### src/rtl/imem_loader_pkg.sv
// Shared types and constants for the instruction memory loader.
// Used by imem_loader and word_packer.
package imem_loader_pkg;

    localparam int IMEM_DEPTH_DEF = 256;
    localparam int WORD_W = 32;

    typedef enum logic [2:0] {
        IDLE,
        LEN_HI,
        LEN_LO,
        DATA,
        CSUM,
        END,
        DONE,
        ERR
    } state_t;

endpackage

### src/rtl/word_packer.sv
// Packs accepted stream bytes into 32-bit words.
// Raises word_ready for one cycle after each fourth byte.
module word_packer
    import imem_loader_pkg::*;
#(
    parameter int BIG_ENDIAN = 1
) (
    input  logic              clk,
    input  logic              reset,
    input  logic              clear,
    input  logic              take,
    input  logic [7:0]        data,
    output logic [WORD_W-1:0] word,
    output logic              word_ready
);

    logic [1:0]        cnt;
    logic [WORD_W-1:0] shreg;
    logic [WORD_W-1:0] shreg_next;

    // Big endian shifts bytes in from the bottom so the first lands on top;
    // little endian shifts in from the top so the first lands in [7:0].
    always_comb begin
        shreg_next = shreg;
        if (BIG_ENDIAN != 0) begin
            shreg_next = {shreg[WORD_W-9:0], data};
        end else begin
            shreg_next = {data, shreg[WORD_W-1:8]};
        end
    end

    // Byte counter, shift register and the latched word with its strobe.
    always_ff @(posedge clk) begin
        if (reset) begin
            cnt        <= 2'd0;
            shreg      <= '0;
            word       <= '0;
            word_ready <= 1'b0;
        end else begin
            word_ready <= 1'b0;
            if (clear) begin
                cnt <= 2'd0;
            end else if (take) begin
                shreg <= shreg_next;
                cnt   <= cnt + 2'd1;
                if (cnt == 2'd3) begin
                    word       <= shreg_next;
                    word_ready <= 1'b1;
                end
            end
        end
    end

endmodule

### src/rtl/imem_loader.sv
// Length-prefixed byte stream writer for the instruction memory.
// Define IMEM_LOADER_CHECKSUM_EN to require a trailing XOR checksum byte.
module imem_loader
    import imem_loader_pkg::*;
#(
    parameter int DEPTH      = IMEM_DEPTH_DEF,
    parameter int BIG_ENDIAN = 1
) (
    input  logic        clk,
    input  logic        reset,
    input  logic        start,
    input  logic        byte_valid,
    input  logic [7:0]  byte_data,
    output logic        byte_ready,
    output logic        imem_we,
    output logic [31:0] imem_waddr,
    output logic [31:0] imem_wdata,
    output logic        cpu_hold,
    output logic        load_done,
    output logic        load_err,
    output logic [8:0]  words_loaded
);

    localparam logic [15:0] DEPTH_L = 16'(DEPTH);
    localparam logic [8:0]  WL_MAX  = 9'(DEPTH);

`ifdef IMEM_LOADER_CHECKSUM_EN
    localparam state_t TAIL     = CSUM;
    localparam logic   TAIL_RDY = 1'b1;
`else
    localparam state_t TAIL     = END;
    localparam logic   TAIL_RDY = 1'b0;
`endif

    state_t            state;
    logic [7:0]        len_hi;
    logic [17:0]       rem;
    logic [15:0]       len;
    logic              take;
    logic              go;
    logic              word_ready;
    logic [WORD_W-1:0] word;

    assign take = byte_valid & byte_ready;
    assign len  = {len_hi, byte_data};
    assign go   = start & ((state == IDLE) | (state == DONE) | (state == ERR));

    // The word counter doubles as the write index: it only saturates
    // once DEPTH words are written, after which no write can follow.
    assign imem_we    = word_ready;
    assign imem_wdata = word;
    assign imem_waddr = {21'd0, words_loaded, 2'b00};

    word_packer #(
        .BIG_ENDIAN (BIG_ENDIAN)
    ) u_packer (
        .clk        (clk),
        .reset      (reset),
        .clear      (go),
        .take       (take & (state == DATA)),
        .data       (byte_data),
        .word       (word),
        .word_ready (word_ready)
    );

`ifdef IMEM_LOADER_CHECKSUM_EN
    logic [7:0] csum;

    // Running XOR over every data byte of the current load.
    always_ff @(posedge clk) begin
        if (reset) begin
            csum <= 8'd0;
        end else if (go) begin
            csum <= 8'd0;
        end else if (take && state == DATA) begin
            csum <= csum ^ byte_data;
        end
    end
`endif

    // Load sequencing with registered handshake, hold and status flags.
    always_ff @(posedge clk) begin
        if (reset) begin
            state        <= IDLE;
            byte_ready   <= 1'b0;
            cpu_hold     <= 1'b0;
            load_done    <= 1'b0;
            load_err     <= 1'b0;
            words_loaded <= 9'd0;
            len_hi       <= 8'd0;
            rem          <= 18'd0;
        end else begin
            if (imem_we && words_loaded != WL_MAX) begin
                words_loaded <= words_loaded + 9'd1;
            end
            unique case (state)
                IDLE, DONE, ERR: begin
                    if (start) begin
                        state        <= LEN_HI;
                        byte_ready   <= 1'b1;
                        cpu_hold     <= 1'b1;
                        load_done    <= 1'b0;
                        load_err     <= 1'b0;
                        words_loaded <= 9'd0;
                    end
                end
                LEN_HI: begin
                    if (take) begin
                        len_hi <= byte_data;
                        state  <= LEN_LO;
                    end
                end
                LEN_LO: begin
                    if (take) begin
                        if (len > DEPTH_L) begin
                            state      <= ERR;
                            byte_ready <= 1'b0;
                            load_err   <= 1'b1;
                        end else if (len == 16'd0) begin
                            state      <= TAIL;
                            byte_ready <= TAIL_RDY;
                        end else begin
                            state <= DATA;
                            rem   <= {len, 2'b00};
                        end
                    end
                end
                DATA: begin
                    if (take) begin
                        rem <= rem - 18'd1;
                        if (rem == 18'd1) begin
                            state      <= TAIL;
                            byte_ready <= TAIL_RDY;
                        end
                    end
                end
`ifdef IMEM_LOADER_CHECKSUM_EN
                CSUM: begin
                    if (take) begin
                        byte_ready <= 1'b0;
                        if (byte_data == csum) begin
                            state <= END;
                        end else begin
                            state    <= ERR;
                            load_err <= 1'b1;
                        end
                    end
                end
`endif
                END: begin
                    state     <= DONE;
                    load_done <= 1'b1;
                    cpu_hold  <= 1'b0;
                end
                default: begin
                    state      <= IDLE;
                    byte_ready <= 1'b0;
                end
            endcase
        end
    end

endmodule

### config.mk
export PLATFORM = sky130hd
export DESIGN_NAME = imem_loader
export DESIGN_NICKNAME = d
export VERILOG_FILES = /design/src/rtl/imem_loader_pkg.sv /design/src/rtl/word_packer.sv /design/src/rtl/imem_loader.sv
export SDC_FILE = /design/constraint.sdc
export NUM_CORES = 1
export LEC_CHECK = 0
export ABC_AREA = 0
export BUFFER_PORTS_ARGS = -buffer_cell sky130_fd_sc_hd__buf_4
export CAP_MARGIN = 10
export CORE_ASPECT_RATIO = 0.5
export CORE_MARGIN = 4
export CORE_UTILIZATION = 60
export CTS_CLUSTER_SIZE = 16
export DETAILED_ROUTE_END_ITERATION = 10
export GPL_ROUTABILITY_DRIVEN = 0
export PLACE_DENSITY_LB_ADDON = 0.2
export SKIP_CTS_REPAIR_TIMING = 1
export SLEW_MARGIN = 10
export SYNTH_ARGS = -nofsm -noshare
export SYNTH_HDL_FRONTEND = slang
export SYNTH_HIERARCHICAL = 1
export SYNTH_SLANG_ARGS = --single-unit
export TNS_END_PERCENT = 10
### constraint.sdc
create_clock -name clk -period 6.1 [get_ports clk]
set_clock_uncertainty 0.2 [all_clocks]
set_input_delay 1.22 -clock clk [delete_from_list [all_inputs] [get_ports clk]]
set_output_delay 1.22 -clock clk [all_outputs]
set_load 0.02 [all_outputs]
==> reports/results.tsv, run 1 <==
stage	metric	value	unit
yosys	mean area per synthesized cell	7.978	sq um
floorplanning	FP Rows	22	
timing	Final Critical Period	3.835	ns
final_layout	Layout fillers	634	
floorplanning	Die Ht	71.21	microns
floorplanning	Die X-Extent	134.4	microns
setup_path	WP data required	6.16	ns
yosys	Yosys cell types	57	
floorplanning	core box area	7542	sq um
clock_tree	largest buffer count on any clock path	2	
global_routing	largest net degree at the start of global routing	99	
setup_path	reg2reg setup slack	2.26	ns
power	Peak VDD IR	175.8	uV
clock_tree	CTS tree	yes	
timing	Slew HR	18.73	%
power	Total Power	1.442	mW
clock_tree	Clock Latency Late Sink	0.35	ns
worst_hold_path	worst hold start	load_err$_SDFFE_PP0P_	
yosys	most common cell in the netlist	nand2_1	
timing	fin crit share	62.88	%
yosys	Area contributors post-synth	dfxtp_1 (42%), nand2_1 (11%), a21oi_1 (7.1%)	
placement	PortBufs	66	
final_layout	# nets final	643	
routing	Post-DRT Antenna Nets	0	
yosys	register area share after synthesis	42.17	%
worst_hold_path	hold depth	2	
worst_hold_path	Hold Path Class	register to register	
yosys	Synth top area share	42.17	%
global_routing	number of global-route vias before repair	3564	
routing	Avg Vias per Cell	5.444	
routing	total wire length	10.55	mm
clock_tree	CTS sink count	101	
routing	average wire per standard cell	14.27	microns
setup_path	crit path launch type	register	
timing	Slew @ Worst Pin	1.216	ns
final_layout	Layout area overhead	12.08	%
clock_tree	Num CTS Buffers	9	
yosys	synth warn	6	
timing	setup_tns	0	ns
timing	fmax	260.7	MHz
global_routing	total grt overflow	0	
timing	final setup fails	0	
routing	vias after detailed routing	4023	
timing	final worst slack	2.265	ns
yosys	area leader, netlist	dfxtp_1	
final_layout	layout cell share with drive strength beyond 1	17.75	%
floorplanning	I/O Pins	90	
yosys	number of synthesized flops with an enable pin	0	
power	Power Density	268.4	nW/um^2
flow_run	max_cap viols	0	
setup_path	Critical R2R Launch	state[1]$_SDFFE_PP0P_	
placement	placed wire-length estimate	6.807	mm
setup_path	Max FO, Critical Path	32	
yosys	Most used DFF post-synth	dfxtp_1	
status	status	finished, final reports clean	
yosys	list of most frequent post-synthesis cells	nand2_1 (139), dfxtp_1 (101), a21oi_1 (68)	
final_layout	Non-Filler Instances	739	
clock_tree	H-Tree Depth	3	
timing	unrepaired setup endpoints after global routing	no	
routing	# DRC	0	
clock_tree	Clock transition at path regs	0.07	ns
setup_path	reg-to-reg endpoint	u_packer/word[31]$_SDFFE_PP0P_	
routing	initial DRC count	434	
final_layout	Diodes inserted	0	
setup_path	r2r worst-path depth	5	
worst_hold_path	Hold EP	load_err$_SDFFE_PP0P_	
placement	placed cell count	723	
yosys	Mapped Cells	601	
timing	max-slew violation count	0	
yosys	Post-synth ARST share	0	%
floorplanning	Starting Density	63.57	%
routing	Pre-Repair DR Iteration Count	5	
yosys	FF+latch count, synth	101	
timing	Hold Worst Slack	0.2531	ns
floorplanning	Die ar.	9572	sq um
global_routing	Total GRT Usage	21.84	%
power	Pleak	1.998	nW
placement	setup slack at placement	2.322	ns
yosys	Cell Area, Synth	4795	sq um
global_routing	first-pass GRT wire length	17.03	mm
clock_tree	clk root buf	clkbuf_16	
timing	final hold violations	0	
setup_path	Setup crit end kind	register	
setup_path	worst path arrival time	3.90	ns
setup_path	CP Class	register to register	
global_routing	initial antenna violation count	0	
## sequential cells by signal (all words and copies together), names as in the netlist
register             cells
byte_ready               1
cpu_hold                 1
len_hi                   8
load_done                1
load_err                 1
rem                     18
state                    3
u_packer/cnt             2
u_packer/shreg          24
u_packer/word           32
u_packer/word_ready      1
words_loaded             9
## critical path, stage by stage (launching register included)
cell,delay (ns)
dfxtp_1,0.64
nand3b_1,0.78
nor2_1,0.75
and3b_1,1.04
nand2_1,0.14
a21oi_1,0.18
## through the flow
| stage | utilization (%) | instance area, sq um |
|---|---|---|
| 2_1_floorplan | - | 4877 |
| 3_3_place_gp | 66.97 | 5051 |
| 3_5_place_dp | 66.97 | 5051 |
| 4_1_cts | 71.25 | 5374 |
| 5_1_grt | 71.25 | 5374 |
| 6_report | 71.25 | 5374 |
## layout by cell type, fill, tap and decap left out, types with 9 or more instances in the layout
| cell type | instances |
|---|---|
| conb_1 | 23 |
| nor3_1 | 15 |
| nand2_1 | 139 |
| a21oi_1 | 68 |
| o21ai_0 | 12 |
| a21oi_2 | 19 |
| clkbuf_16 | 9 |
| nor2_1 | 44 |
| buf_4 | 67 |
| mux2i_1 | 9 |
| dfxtp_1 | 101 |
## final cells by class
cell class              count  area, sq um  share of cell area, %
clock buffers              10        229.0                  4.261
clock inverters             6        93.84                  1.746
inverters                   8        30.03                 0.5588
multi-input cells         439         2361                  43.93
flip-flops and latches    101         2022                  37.63
well taps                 108        135.1                  2.515
repair buffers             67        503.0                  9.360
## metal layers
metal / GRT usage (%) / vias to the layer above / part of all wire [%] / wire (microns)
li1: - / 2029 / - / -
met2: 36.71 / 114 / 47 / 4978
met5: 0 / - / 0 / 0
met3: 5.750 / 15 / 6.3 / 667
met4: 6.321 / 0 / 1.2 / 123
met1: 28.11 / 1865 / 45 / 4780
## how the worst max path moves through the flow
| stage | end | slack (ns) | start | cells past startpoint |
|---|---|---|---|---|
| floorplan | rem[7]$_SDFFE_PP0P_ | 3.17 | byte_data[3] | 7 |
| global placement | u_packer/word[19]$_SDFFE_PP0P_ | 2.46 | byte_valid | 6 |
| detailed placement | u_packer/word[31]$_SDFFE_PP0P_ | 2.32 | byte_valid | 6 |
| CTS | u_packer/word[12]$_SDFFE_PP0P_ | 2.30 | state[1]$_SDFFE_PP0P_ | 5 |
| global route | u_packer/word[10]$_SDFFE_PP0P_ | 1.93 | state[1]$_SDFFE_PP0P_ | 5 |
| finish | u_packer/word[31]$_SDFFE_PP0P_ | 2.26 | state[1]$_SDFFE_PP0P_ | 5 |
## report_power, final
part / switching (mW) / internal (mW) / total, mW
Combinational: 0.0906 / 0.0476 / 0.138
Clock: 0.257 / 0.364 / 0.621
Sequential: 0.0155 / 0.668 / 0.683
## cells by family (layout without fill, tap and decap cells)
family                     count (synthesis)  count (layout)  share of synthesized area [%]
buffers and inverters                     83              91                          10.54
and+or+nand+nor                          254             254                          24.22
xor gates and xnor gates                   9               9                          1.644
AOI/OAI and AO/OA                        137             137                          17.69
muxes                                     11              11                          2.349
DFF                                      101             101                          42.17
adders and majority gates                  5               5                          1.305
other                                      1              23                        0.07821
Power figures use the tool's default switching activity.
==> inputs of run 2 (changes only) <==
--- a/config.mk
+++ b/config.mk
@@ -10,7 +10,7 @@
 export CAP_MARGIN = 10
 export CORE_ASPECT_RATIO = 0.5
 export CORE_MARGIN = 4
-export CORE_UTILIZATION = 60
+export CORE_UTILIZATION = 55
 export CTS_CLUSTER_SIZE = 16
 export DETAILED_ROUTE_END_ITERATION = 10
 export GPL_ROUTABILITY_DRIVEN = 0
==> constraint.sdc (replaced) <==
create_clock -name clk -period 3.9 [get_ports clk]
set_clock_uncertainty 0.2 [all_clocks]
set_input_delay 0.78 -clock clk [delete_from_list [all_inputs] [get_ports clk]]
set_output_delay 0.78 -clock clk [all_outputs]
set_load 0.02 [all_outputs]
==> run 2 against run 1 <==
Final cell count grew 1.1%. Register-to-register slack got worse by 1.2 ns. First-iteration DRC count fell by 32%. Largest power group unchanged. Non-clock buffer count is 4 higher. Routed wire length down 0.65%. Critical endpoint unchanged. Utilization down 5.7 points. Largest cell class unchanged. Critical path depth increased by 2. Critical path type unchanged. Fmax is 33% higher. Highest routed layer unchanged. Clock power grew 48%.
==> reports/results.tsv, run 2 (synthesis results as in run 1) <==
stage	metric	value	unit
status	status	finished, final reports clean	
routing	Avg Vias per Cell	5.428	
setup_path	CP endpoint	u_packer/word[31]$_SDFFE_PP0P_	
routing	Post-DRT Antenna Nets	0	
power	switch share	26.25	%
placement	placed inst area	5086	sq um
final_layout	top flop regs	u_packer/word x32, u_packer/shreg x24, rem x18	
power	Power Density	409.2	nW/um^2
global_routing	largest net degree at the start of global routing	99	
global_routing	initial antenna violation count	0	
routing	average wire per standard cell	14.03	microns
setup_path	r2r worst-path depth	7	
setup_path	Critical Path Start	state[0]$_SDFFE_PP0P_	
timing	Slew @ Worst Pin	1.074	ns
flow_run	max_cap viols	0	
timing	Final Critical Period	2.874	ns
clock_tree	Clock Latency Late Sink	0.35	ns
final_layout	final instance area	5391	sq um
timing	max-slew violation count	0	
floorplanning	Die Ht	74.02	microns
power	internal power	1.627	mW
global_routing	total grt overflow	0	
final_layout	# nets final	647	
setup_path	crit path launch type	register	
final_layout	Layout area overhead	12.45	%
final_layout	Biggest register	u_packer/word	
placement	placed wire-length estimate	6.927	mm
timing	fmax	347.9	MHz
routing	Pre-Repair DR Iteration Count	4	
clock_tree	largest buffer count on any clock path	2	
setup_path	Critical R2R Launch	state[0]$_SDFFE_PP0P_	
power	Peak VDD IR	211.1	uV
placement	PortBufs	66	
worst_hold_path	worst hold start	u_packer/shreg[20]$_SDFFE_PP0P_	
setup_path	worst path arrival time	2.94	ns
final_layout	most frequent cells in the layout	nand2_1 (139), dfxtp_1 (101), buf_4 (71), a21oi_1 (68), nor2_1 (44)	
worst_hold_path	hold depth	2	
routing	# DRC	0	
placement	setup slack at placement	0.9487	ns
routing	initial DRC count	297	
routing	total wire length	10.48	mm
floorplanning	FP Rows	23	
floorplanning	core box area	8230	sq um
setup_path	Setup crit end kind	register	
timing	setup_tns	0	ns
final_layout	Diodes inserted	0	
setup_path	CP Class	register to register	
timing	final hold violations	0	
clock_tree	Clock transition at path regs	0.07	ns
clock_tree	CTS sink count	101	
power	clock share of power	41.6	%
routing	vias after detailed routing	4055	
floorplanning	Die ar.	10370	sq um
worst_hold_path	Hold Path Class	register to register	
timing	unrepaired setup endpoints after global routing	no	
global_routing	number of global-route vias before repair	3625	
final_layout	commonest non-fill, non-tap cell in the layout	nand2_1	
clock_tree	CTS tree	yes	
timing	final worst slack	1.026	ns
final_layout	Final Core Density	65.51	%
final_layout	layout cell share with drive strength beyond 1	18.43	%
setup_path	reg2reg setup slack	1.03	ns
floorplanning	Die X-Extent	140.0	microns
global_routing	first-pass GRT wire length	17.55	mm
clock_tree	clk root buf	clkbuf_16	
global_routing	Total GRT Usage	20.64	%
final_layout	Layout fillers	725	
floorplanning	Starting Density	58.25	%
power	Pleak	2.008	nW
timing	Slew HR	28.38	%
clock_tree	Num CTS Buffers	9	
timing	final setup fails	0	
power	Psw	0.5791	mW
setup_path	reg-to-reg endpoint	u_packer/word[31]$_SDFFE_PP0P_	
setup_path	WP data required	3.96	ns
clock_tree	H-Tree Depth	3	
final_layout	max reg flops	32	
floorplanning	I/O Pins	90	
power	Seq pwr share	48.5	%
setup_path	Max FO, Critical Path	17	
timing	fin crit share	73.69	%
power	Comb power frac	9.9	%
-- run 2: cell types whose count changed in the layout (fill, tap and decap cells not counted) --
cell / before / now
buf_4: 67 / 71
bufinv_16: 2 / 1
clkbuf_1: 1 / 0
clkinvlp_4: 0 / 1
inv_6: 1 / 2
-- run 2: worst min path at each step --
stage	endpoint	slack, ns
after floorplan	u_packer/word[28]$_SDFFE_PP0P_	0.23
final	u_packer/word[28]$_SDFFE_PP0P_	0.25
after global placement	u_packer/word[31]$_SDFFE_PP0P_	0.24
after CTS	load_err$_SDFFE_PP0P_	0.25
after detailed placement	load_err$_SDFFE_PP0P_	0.24
after global routing	u_packer/word[28]$_SDFFE_PP0P_	0.27
-- run 2: worst max-delay path: stages (launching register included) --
cell and delay, ns:
dfxtp_1 0.63, nor3_1 0.11, o21ai_0 0.45, inv_1 0.19, and3b_1 0.67, buf_4 0.33, nand2_1 0.09, a21oi_1 0.13
-- run 2: through the flow --
stage	total power, mW	hold WS [ns]	std cells
final	2.206	0.2499	747
after global routing	2.292	0.2738	747
after CTS	2.218	0.2527	747
after detailed placement	1.308	0.2441	731
after global placement	1.306	0.2417	731
after floorplan	1.273	0.2318	623
-- run 2: power by group through the flow --
stage	Clock (mW)	Sequential, mW	Combinational (mW)
floorplan	0	1.08	0.190
global placement	0	1.09	0.214
detailed placement	0	1.09	0.216
CTS	0.932	1.07	0.217
global route	0.978	1.07	0.242
finish	0.918	1.07	0.218
-- run 2: cell type report --
cell class | count | area [sq um] | area share [%]
Clock inverter | 7 | 80.08 | 1.485
Multi-Input combinational cell | 439 | 2361 | 43.79
Inverter | 8 | 30.03 | 0.5570
Sequential cell | 101 | 2022 | 37.50
Clock buffer | 9 | 225.2 | 4.177
Timing Repair Buffer | 71 | 533.0 | 9.886
Tap cell | 112 | 140.1 | 2.599
-- run 2: routing by layer --
layer | share of wire, % | vias up | GRT usage, %
met1 | 48 | 1895 | 26.83
li1 | - | 2037 | -
met2 | 45 | 110 | 34.01
met4 | 1.6 | 0 | 7.089
met5 | 0 | - | 0
met3 | 5.6 | 13 | 5.588
